===== src/rtl/if_stage.sv =====
// RV32I instruction-fetch stage.
// Holds the PC, the PC+4 adder and the IF/ID register.
module if_stage #(
  parameter logic [31:0] RESET_PC  = 32'h0000_0000,
  parameter logic [31:0] NOP_INSTR = 32'h0000_0013
) (
  input  logic        clk,
  input  logic        reset_n,
  input  logic        PCWrite,
  input  logic        IFIDWrite,
  input  logic        Flush,
  input  logic [31:0] BranchTarget,
  output logic [31:0] imem_addr,
  input  logic [31:0] imem_data,
  output logic [31:0] IFID_PC,
  output logic [31:0] IFID_PC4,
  output logic [31:0] IFID_Instr,
  output logic        IFID_Valid,
  output logic [4:0]  IFID_RegisterR1,
  output logic [4:0]  IFID_RegisterR2,
  output logic [15:0] StallCount
);

  typedef struct packed {
    logic [31:0] pc;
    logic [31:0] instr;
    logic        valid;
  } if_id_t;

  localparam logic [31:0] W_ALIGN = 32'hFFFF_FFFC;

  logic [31:0] r_pc;
  if_id_t      r_ifid;
  logic [15:0] r_stall_cnt;

  logic [31:0] w_target;
  logic [31:0] w_pc_next4;

  assign w_target   = BranchTarget & W_ALIGN;
  assign w_pc_next4 = r_pc + 32'd4;

  // PC and IF/ID: reset, then flush, then per-field stall/advance
  always_ff @(posedge clk) begin
    if (!reset_n) begin
      r_pc         <= RESET_PC & W_ALIGN;
      r_ifid.pc    <= 32'd0;
      r_ifid.instr <= NOP_INSTR;
      r_ifid.valid <= 1'b0;
    end else if (Flush) begin
      r_pc         <= w_target;
      r_ifid.instr <= NOP_INSTR;
      r_ifid.valid <= 1'b0;
    end else begin
      if (PCWrite) begin
        r_pc <= w_pc_next4;
      end
      if (IFIDWrite) begin
        r_ifid.pc    <= r_pc;
        r_ifid.instr <= imem_data;
        r_ifid.valid <= 1'b1;
      end
    end
  end

  // Saturating count of PC-hold cycles not caused by a flush
  always_ff @(posedge clk) begin
    if (!reset_n) begin
      r_stall_cnt <= 16'd0;
    end else if (!PCWrite && !Flush &&
                 (r_stall_cnt != 16'hFFFF)) begin
      r_stall_cnt <= r_stall_cnt + 16'd1;
    end
  end

  assign imem_addr       = r_pc;
  assign IFID_PC         = r_ifid.pc;
  assign IFID_PC4        = r_ifid.pc + 32'd4;
  assign IFID_Instr      = r_ifid.instr;
  assign IFID_Valid      = r_ifid.valid;
  assign IFID_RegisterR1 = r_ifid.instr[19:15];
  assign IFID_RegisterR2 = r_ifid.instr[24:20];
  assign StallCount      = r_stall_cnt;

endmodule


===== config.mk =====
export PLATFORM = sky130hd
export DESIGN_NAME = if_stage
export DESIGN_NICKNAME = d
export VERILOG_FILES = /design/src/rtl/if_stage.sv
export SDC_FILE = /design/constraint.sdc
export NUM_CORES = 1
export LEC_CHECK = 0
export CELL_PAD_IN_SITES_DETAIL_PLACEMENT = 0
export CELL_PAD_IN_SITES_GLOBAL_PLACEMENT = 2
export CORE_MARGIN = 5
export CORE_UTILIZATION = 23
export DETAILED_ROUTE_END_ITERATION = 7
export HOLD_SLACK_MARGIN = 0.15
export PLACE_DENSITY_LB_ADDON = 0.1
export SLEW_MARGIN = 20
export SYNTH_ARGS = -nofsm -noshare
export SYNTH_HDL_FRONTEND = slang
export SYNTH_SLANG_ARGS = --single-unit

===== constraint.sdc =====
create_clock -name clk -period 2.7 [get_ports clk]
set_input_delay 0.81 -clock clk [delete_from_list [all_inputs] [get_ports clk]]
set_output_delay 0.81 -clock clk [all_outputs]
set_load 0.02 [all_outputs]

==> results of run 1 <==
-- layout make-up --
type,count,share of cell area
Inverter,11,0.00494
Clock buffer,12,0.0295
Clock inverter,4,0.00389
Timing Repair Buffer,279,0.308
Antenna cell,1,0.000299
Tap cell,285,0.0426
Multi-Input combinational cell,457,0.349
Sequential cell,109,0.261
-- report_power, final --
part / total [mW] / switching [mW] / internal, mW
sequential: 1.75 / 0.0784 / 1.67
clock: 1.28 / 0.620 / 0.658
combinational: 0.622 / 0.307 / 0.315
-- state kept, by name (all words and copies together), names as in the netlist --
signal / cells
IFID_Instr: 32
imem_addr: 30
IFID_Valid: 1
StallCount: 16
IFID_PC: 30
-- Yosys cell counts, types with 2 or more instances --
master,n,area share
sky130_fd_sc_hd__xnor2_1,33,0.056
sky130_fd_sc_hd__inv_1,10,0.0072
sky130_fd_sc_hd__or3_1,2,0.0024
sky130_fd_sc_hd__a211oi_1,7,0.010
sky130_fd_sc_hd__ha_1,3,0.0072
sky130_fd_sc_hd__nor2_1,59,0.043
sky130_fd_sc_hd__buf_4,17,0.025
sky130_fd_sc_hd__a21o_1,3,0.0043
sky130_fd_sc_hd__and3_1,10,0.012
sky130_fd_sc_hd__dfxtp_1,109,0.42
sky130_fd_sc_hd__nor4_1,2,0.0024
sky130_fd_sc_hd__xor2_1,33,0.056
sky130_fd_sc_hd__clkbuf_1,28,0.020
sky130_fd_sc_hd__and4_1,8,0.013
sky130_fd_sc_hd__a21oi_1,61,0.059
sky130_fd_sc_hd__nand4_4,2,0.0082
sky130_fd_sc_hd__nand4_1,22,0.026
sky130_fd_sc_hd__nor3_1,9,0.0086
sky130_fd_sc_hd__mux2i_1,33,0.063
sky130_fd_sc_hd__o21ai_0,25,0.024
sky130_fd_sc_hd__nand2_1,85,0.061
sky130_fd_sc_hd__buf_2,3,0.0029
sky130_fd_sc_hd__nand3_1,39,0.037
-- repair_timing --
item | in CTS | in global routing
setup endpoints to repair | 25 | 22
pin swaps | 16 | 15
gates resized for setup | 127 | 38
setup buffers | 3 | 5
cloned | 0 | 0
-- through the flow --
stage / total power, mW / cell area, sq um / hold slack, ns / setup TNS [ns] / utilization
global route: 3.85 / 8360 / 0.493 / -4.06 / 0.373
floorplan: 2.07 / 5250 / 0.542 / 0 / -
finish: 3.65 / 8360 / 0.486 / -1.53 / 0.373
global placement: 2.41 / 7920 / 0.447 / -2.94 / 0.353
detailed placement: 2.42 / 7920 / 0.464 / -3.23 / 0.353
CTS: 3.72 / 8180 / 0.481 / -1.20 / 0.364
-- critical path, delay by kind of cell, from the launching register on --
| kind | cells | cell delay, ns |
|---|---|---|
| and+or+nand+nor | 4 | 0.54 |
| buffers and inverters | 3 | 0.52 |
| adders and majority gates | 1 | 0.13 |
| DFF | 1 | 0.36 |
| xor gates and xnor gates | 1 | 0.13 |
-- path summary, 6_finish.rpt --
check | start | to | slack [ns] | cells after the start
setup / recovery | IFID_PC[3] | IFID_PC4[28] | -0.14 | 9
hold / removal | IFID_Valid | IFID_Valid | 0.49 | 2
setup reg to reg | StallCount[7] | StallCount[0] | 0.73 | 5
hold reg to reg | IFID_Valid | IFID_Valid | 0.49 | 2
-- cell families after synthesis --
logic type                 after synthesis  share of synthesized area
other                                    1                   0.000720
buffers and inverters                   60                     0.0577
AOI/OAI and AO/OA                      101                      0.105
adders and majority gates                3                    0.00721
muxes                                   33                     0.0634
xor gates and xnor gates                66                      0.111
and+or+nand+nor                        248                      0.236
DFF                                    109                      0.419
-- routing by layer --
metal / wire length, um / GRT usage
met4: 191 / 0.0313
met2: 8090 / 0.222
met3: 1530 / 0.0572
met5: 34 / 0
met1: 8330 / 0.179
==> results.cfg, run 1 <==
[routing]
vias = 5142
avgViaCountPerCell = 4.44
routed_wire_length_per_instance_um = 15.7
detail-route-antenna-nets = 0
detail_route.iter0.violations = 240
drt-total-wl_um = 18200
drc = 0
dr.pass1.iters = 4

[sta]
layout_min_cycle_time_ns = 2.84
grt_setup_unrepaired = true
postLayoutSetupSlackWorst_ns = -0.142
final.period_utilization = 1.05
worst-slew-pin-transition_ns = 0.603
fmaxAchievable_ghz = 0.352
finalMaxSlewViolations = 0
final_hold_viol_count = 0
max-slew-margin-rel = 0.595
clock_skew_ns = 0.0129
setup_viol = 19

[clock_network]
clkSlewWorstSetupHoldPaths_ns = 0.08
clock_insertion_delay_at_the_later_pin_of_the_skew_report_ns = 0.35
tritoncts = built
cts_root_buffer = sky130_fd_sc_hd__clkbuf_16
clkSinkCount = 109
clock_tree.buffer_depth = 2
cts_made_buffers = 9
cts_htree_levels = 3
postCtsHoldBufs = 0

[floorplanning]
chipHeight_um = 160
placementRows = 55
design.die.area_sq_mm = 0.0258
die_w_um = 160
io_pins = 224
start_util = 0.232
fp.coreArea_sq_mm = 0.0224

[critical_path]
crit_required_ns = 1.89
crit_fanout = 3
worst_setup_path_start_kind = register
setup.worst_path.end_class = primary output
critPathKind = register to primary output
timing.critical_path.slowest_cell_delay_ns = 0.36
cpMaxStageDelayCell = sky130_fd_sc_hd__dfxtp_2
most_prevalent_standard_cell_on_the_critical_path = sky130_fd_sc_hd__buf_4
critical_path_cell_by_cell = ha_4 > and3_4 > nand4_1 > buf_4 > nor3_2 > buf_4 > nand3_2 > xnor2_2 > buf_4
worst_ep_arrival_time_ns = 2.03

[global_routing]
first_global_vias = 5407
grtUsageTotal = 0.140
grt_start_max_net_pins = 31
antenna_found_initial = 3
gr-total-overflow = 0
grt_pass1_wl_um = 29300

[run_status]
outcome = complete, but fails checks
violations_in_the_final_reports = setup timing

[cells_and_area]
area.sequential_sq_mm = 0.00219
non_filler_cells_final = 1158
final_layout_size_suffix_gt1_frac = 0.165
final_cell_mix = sky130_fd_sc_hd__clkdlybuf4s50_1, sky130_fd_sc_hd__dfxtp_1, sky130_fd_sc_hd__nand2_1
fillerInstances = 2331
syn_to_final_growth_pct = 60.6
final_common_cell = sky130_fd_sc_hd__clkdlybuf4s50_1
layout.nets = 939
multi_input_comb_area_sq_mm = 0.00292

[placed_design]
place_ws_ns = -0.321
gp_congestion = 0.783
dp_hpwl_um = 13800
placement.io_buffers = 215
dp.cells = 1133

[job]
drv_cap = 0

[hold_path]
hold_class = register to register

[logic_synthesis]
syn_area_per_cell_sq_um = 8.39
synth_flop_cell = sky130_fd_sc_hd__dfxtp_1
post_synth_num_cell_types = 41
post_synthesis_instance_total = 621
synth_async_sr_flop_share = 0
synth_seq_area_share = 0.419
ys.warnings.count = 0
synth_edf_count = 0
synth_seq_cells = 109
syn-cell-area_sq_mm = 0.00521

[power]
power.density_mw_per_mm2 = 436
peakVddDrop_mv = 0.283
power.leakage_nw = 3.21
No activity file was read; power rests on OpenSTA's default activity.
==> run 2: changes to the inputs <==
- CAP_MARGIN: not set -> 20
- SKIP_CTS_REPAIR_TIMING: not set -> 1
==> run 2 against run 1 <==
Effect of this change:
- sequential share of layout area is essentially flat
- flip-flop and latch count is the same
- largest power group unchanged
- clock skew grew 0.0018 ns
- worst hold slack lost 0.0019 ns
- the flow still finishes with violations (setup timing)
- highest routed layer unchanged
- total power grew 0.28%
- core utilization grew 0.050 points
==> results.cfg, run 2 (synthesis gave the netlist of run 1 again) <==
[run_status]
outcome = complete, but fails checks
violations_in_the_final_reports = setup timing

[sta]
finalMaxSlewViolations = 0
max-slew-margin-rel = 0.594
worst-slew-pin-transition_ns = 0.603
fmaxAchievable_ghz = 0.354
clock_skew_ns = 0.0147
postLayoutSetupSlackWorst_ns = -0.127
layout_min_cycle_time_ns = 2.83
setup_total_negative_slack_ns = -0.640
grt_setup_unrepaired = true
final_hold_viol_count = 0
final.period_utilization = 1.05
setup_viol = 9

[global_routing]
grtUsageTotal = 0.139
first_global_vias = 5361
grt_pass1_wl_um = 29100
gr-total-overflow = 0
grt_start_max_net_pins = 31
antenna_found_initial = 3

[floorplanning]
design.die.area_sq_mm = 0.0258
chipHeight_um = 160
start_util = 0.232
placementRows = 55
fp.coreArea_sq_mm = 0.0224
io_pins = 224
die_w_um = 160

[critical_path]
crit_required_ns = 1.89
setup.worst_path.end_class = primary output
critical_path_depth = 7
r2r_cells = 5
r2r_setup_slack_ns = 0.74
critical_path_buf_inv_count = 2
reg2reg_to = StallCount[0]
crit_fanout = 3
timing.critical_path.slowest_cell_delay_ns = 0.37
worst_ep_arrival_time_ns = 2.02
critPathKind = register to primary output
critical_path_cell_by_cell = and4_1 > nand4_1 > nor3_2 > buf_4 > nand4_1 > xnor2_1 > buf_4
cpMaxStageDelayCell = sky130_fd_sc_hd__dfxtp_2
worst_r2r_startpoint = StallCount[6]
cpLargestDelayFamily = simple AND/OR/NAND/NOR gates
worst_setup_path_start_kind = register

[cells_and_area]
largest_reg_flops = 32
utilization_after_layout = 0.373
number_of_antenna_diodes = 0
fin_area_sq_mm = 0.00838
syn_to_final_growth_pct = 60.8
layout.nets = 937
final_cell_mix = sky130_fd_sc_hd__clkdlybuf4s50_1, sky130_fd_sc_hd__dfxtp_1, sky130_fd_sc_hd__nand2_1
final_common_cell = sky130_fd_sc_hd__clkdlybuf4s50_1
final_layout_size_suffix_gt1_frac = 0.167

[hold_path]
min_delay_path_depth = 2
hold_class = register to register
timing.hold.worst.start = IFID_Valid
min_delay_endpoint = IFID_Valid

[clock_network]
clock_tree.buffer_depth = 2
tritoncts = built
cts_made_buffers = 9
clock_insertion_delay_at_the_later_pin_of_the_skew_report_ns = 0.36
clkSinkCount = 109
clkSlewWorstSetupHoldPaths_ns = 0.08
cts_htree_levels = 3
cts_root_buffer = sky130_fd_sc_hd__clkbuf_16

[power]
power.leakage_nw = 3.25
total_power_mw = 3.66
power.density_mw_per_mm2 = 437
peakVddDrop_mv = 0.281

[routing]
routed_wire_length_per_instance_um = 15.8
detail_route.iter0.violations = 255
drt-total-wl_um = 18300
detail-route-antenna-nets = 0
avgViaCountPerCell = 4.45
dr.pass1.iters = 4
drc = 0
vias = 5140

[placed_design]
detailed_place.area_sq_mm = 0.00792
placement.io_buffers = 215
dp_hpwl_um = 13800
gp_congestion = 0.783

[job]
drv_cap = 0
==> run 2: power by group <==
group	internal (mW)	switching, mW	total [mW]
clock network	0.659	0.632	1.29
logic	0.315	0.307	0.622
registers	1.67	0.0787	1.75
==> run 2: layer usage <==
layer / wire length, um / share of wire / GRT usage
met1: 8370 / 0.46 / 0.179
met2: 8270 / 0.45 / 0.219
met3: 1460 / 0.080 / 0.0562
met4: 114 / 0.0062 / 0.0313
met5: 41 / 0.0022 / 0
==> run 2: layout make-up <==
| class | count | area, sq um |
|---|---|---|
| clock buffer | 12 | 246 |
| clock inverter | 4 | 32.5 |
| fill | 2320 | 14100 |
| inverter | 11 | 41.3 |
| multi-input combinational | 457 | 2930 |
| sequential | 109 | 2190 |
| tap | 285 | 357 |
| timing repair buffer | 277 | 2570 |
==> run 2: tightest hold or removal path, stage by stage, from the launching register on <==
cell and delay [ns]:
sky130_fd_sc_hd__dfxtp_1 0.32, sky130_fd_sc_hd__nor2_1 0.08, sky130_fd_sc_hd__nor2_1 0.04
==> run 2: how the worst max path moves through the flow <==
stage	start	to	slack [ns]
finish	IFID_PC[3]	IFID_PC4[29]	-0.13
floorplan	IFID_PC[2]	IFID_PC4[20]	0.007
global placement	IFID_PC[2]	IFID_PC4[18]	-0.31
CTS	IFID_PC[2]	IFID_PC4[18]	-0.72
detailed placement	IFID_PC[2]	IFID_PC4[18]	-0.32
global route	IFID_PC[3]	IFID_PC4[29]	-0.31
==> run 2: stage by stage <==
stage | std cells | hold WS (ns) | setup WS (ns)
6_report | 1155 | 0.484 | -0.127
5_1_grt | 1155 | 0.493 | -0.307
4_1_cts | 1149 | 0.481 | -0.719
3_5_place_dp | 1133 | 0.464 | -0.321
3_3_place_gp | 1133 | 0.447 | -0.308
2_1_floorplan | 626 | 0.542 | 0.00678
==> run 3: changes to the inputs <==
- CORE_MARGIN: 5 -> 3
- GPL_TIMING_DRIVEN: not set -> 0
==> run 3 against run 2 <==
Effect of this change:
- first-iteration DRC count down 20%
- critical endpoint is now IFID_PC4[28]
- clock power up 9%
- sequential power about the same
- worst hold slack worse by 0.0097 ns
- the flow still finishes with violations (setup timing)
- register-to-register slack worse by 0.07 ns
- maximum frequency down 2.3%
- combinational power down 3%
==> results.cfg, run 3 (synthesis gave the netlist of run 1 again) <==
[run_status]
outcome = complete, but fails checks
violations_in_the_final_reports = setup timing

[routing]
detail_route.iter0.violations = 204
drt-total-wl_um = 18400
vias = 5132
dr.pass1.iters = 4
routed_wire_length_per_instance_um = 15.9
detail-route-antenna-nets = 0
drc = 0
avgViaCountPerCell = 4.44

[critical_path]
worst_setup_path_start_kind = register
most_prevalent_standard_cell_on_the_critical_path = sky130_fd_sc_hd__buf_4
crit_fanout = 4
setup.worst_path.end_class = primary output
critPathKind = register to primary output
r2r_cells = 6
crit_required_ns = 1.89
worst_ep_arrival_time_ns = 2.08
critical_path_cell_by_cell = and4_4 > nand4_1 > buf_4 > nor3_4 > nand3_2 > xnor2_2 > buf_4
timing.critical_path.slowest_cell_delay_ns = 0.37
cpMaxStageDelayCell = sky130_fd_sc_hd__dfxtp_4

[job]
drv_cap = 0

[clock_network]
cts_root_buffer = sky130_fd_sc_hd__clkbuf_16
cts_htree_levels = 3
cts_made_buffers = 9
clock_insertion_delay_at_the_later_pin_of_the_skew_report_ns = 0.36
clkSlewWorstSetupHoldPaths_ns = 0.07
clkSinkCount = 109
clock_tree.buffer_depth = 2
tritoncts = built

[hold_path]
hold_class = register to register
min_delay_path_depth = 2

[floorplanning]
chipHeight_um = 156
fp.coreArea_sq_mm = 0.0220
io_pins = 224
placementRows = 54
start_util = 0.236
die_w_um = 156
design.die.area_sq_mm = 0.0245

[global_routing]
gr-total-overflow = 0
antenna_found_initial = 3
first_global_vias = 5003
grt_start_max_net_pins = 18
grtUsageTotal = 0.143
grt_pass1_wl_um = 27900

[cells_and_area]
fillerInstances = 2335
largest_reg_flops = 32
final_cell_mix = sky130_fd_sc_hd__clkdlybuf4s50_1, sky130_fd_sc_hd__dfxtp_1, sky130_fd_sc_hd__nand2_1
syn_to_final_growth_pct = 59.2
final_layout_size_suffix_gt1_frac = 0.135
layout.nets = 942
non_filler_cells_final = 1155
number_of_antenna_diodes = 0
final_common_cell = sky130_fd_sc_hd__clkdlybuf4s50_1

[power]
power_internal_mw = 2.72
power.leakage_nw = 3.24
pwr-share-clk = 0.372
pwr-share-comb = 0.161
peakVddDrop_mv = 0.317
power.density_mw_per_mm2 = 453
sw_frac_of_total = 0.275
switchingPower_mw = 1.03
seqPwrFrac = 0.467

[sta]
max-slew-margin-rel = 0.508
fmaxAchievable_ghz = 0.346
setup_total_negative_slack_ns = -1.30
clock_skew_ns = 0.00930
worst-slew-pin-transition_ns = 0.738
postLayoutSetupSlackWorst_ns = -0.193
finalMaxSlewViolations = 0
layout_min_cycle_time_ns = 2.89
setup_viol = 14
final.period_utilization = 1.07
final_hold_viol_count = 0
grt_setup_unrepaired = true

[placed_design]
placement.io_buffers = 212
dp_hpwl_um = 14200
dp.cells = 1118
gp_congestion = 0.761
-- run 3: cell types whose count changed in the layout (fill, tap and decap cells not counted), moves of 4 or more --
cell                             change
sky130_fd_sc_hd__buf_2               +4
sky130_fd_sc_hd__buf_4              -28
sky130_fd_sc_hd__clkbuf_1           +28
sky130_fd_sc_hd__dfxtp_1            -12
sky130_fd_sc_hd__dfxtp_4             +9
sky130_fd_sc_hd__dlymetal6s2s_1      +5
sky130_fd_sc_hd__nor2_1              +4
sky130_fd_sc_hd__xnor2_1             +4
sky130_fd_sc_hd__xnor2_2             -4
-- run 3: metal layers --
layer	global-route usage	up-vias	wire (um)
met5	0	-	34
met4	0.0338	6	188
met3	0.0531	20	1580
met2	0.232	163	8450
met1	0.181	2331	8160
li1	-	2612	-
-- run 3: layout make-up --
cell class / count / area (sq um) / share of cell area
Buffer: 49 / 259 / 0.0312
Clock buffer: 12 / 246 / 0.0297
Clock inverter: 4 / 56.3 / 0.00679
Inverter: 11 / 41.3 / 0.00498
Multi-Input combinational cell: 457 / 2860 / 0.345
Sequential cell: 109 / 2230 / 0.269
Tap cell: 280 / 350 / 0.0423
Timing Repair Buffer: 233 / 2250 / 0.271
-- run 3: worst max-delay path, delay by kind of cell, from the launching register on --
family | cells | cell delay [ns]
simple gates | 4 | 0.80
buf+inv | 2 | 0.41
flops | 1 | 0.37
xor+xnor | 1 | 0.15
-- run 3: power groups by stage --
stage | logic (mW) | registers, mW | clock network (mW)
after floorplan | 0.219 | 1.85 | 0
after global placement | 0.603 | 1.80 | 0
after detailed placement | 0.607 | 1.80 | 0
after CTS | 0.609 | 1.76 | 1.45
after global routing | 0.654 | 1.77 | 1.50
final | 0.606 | 1.75 | 1.40
-- run 3: through the flow --
step                      setup WS, ns  hold WS [ns]  total power, mW  area [sq um]  utilization
final                           -0.193         0.474             3.76          8290        0.376
after global routing            -0.307         0.488             3.92          8290        0.376
after CTS                        -1.00         0.497             3.82          8030        0.365
after detailed placement        -0.608         0.460             2.41          7730        0.351
after global placement          -0.600         0.453             2.40          7730        0.351
after floorplan                0.00678         0.542             2.07          5250            -
-- run 3: worst paths after layout --
kind / start / end / slack [ns]
worst max-delay path: IFID_PC[10] / IFID_PC4[28] / -0.19
worst max register to register: imem_addr[4] / imem_addr[31] / 0.67
worst min-delay path: IFID_PC[12] / IFID_PC[12] / 0.47
worst min register to register: IFID_PC[12] / IFID_PC[12] / 0.47
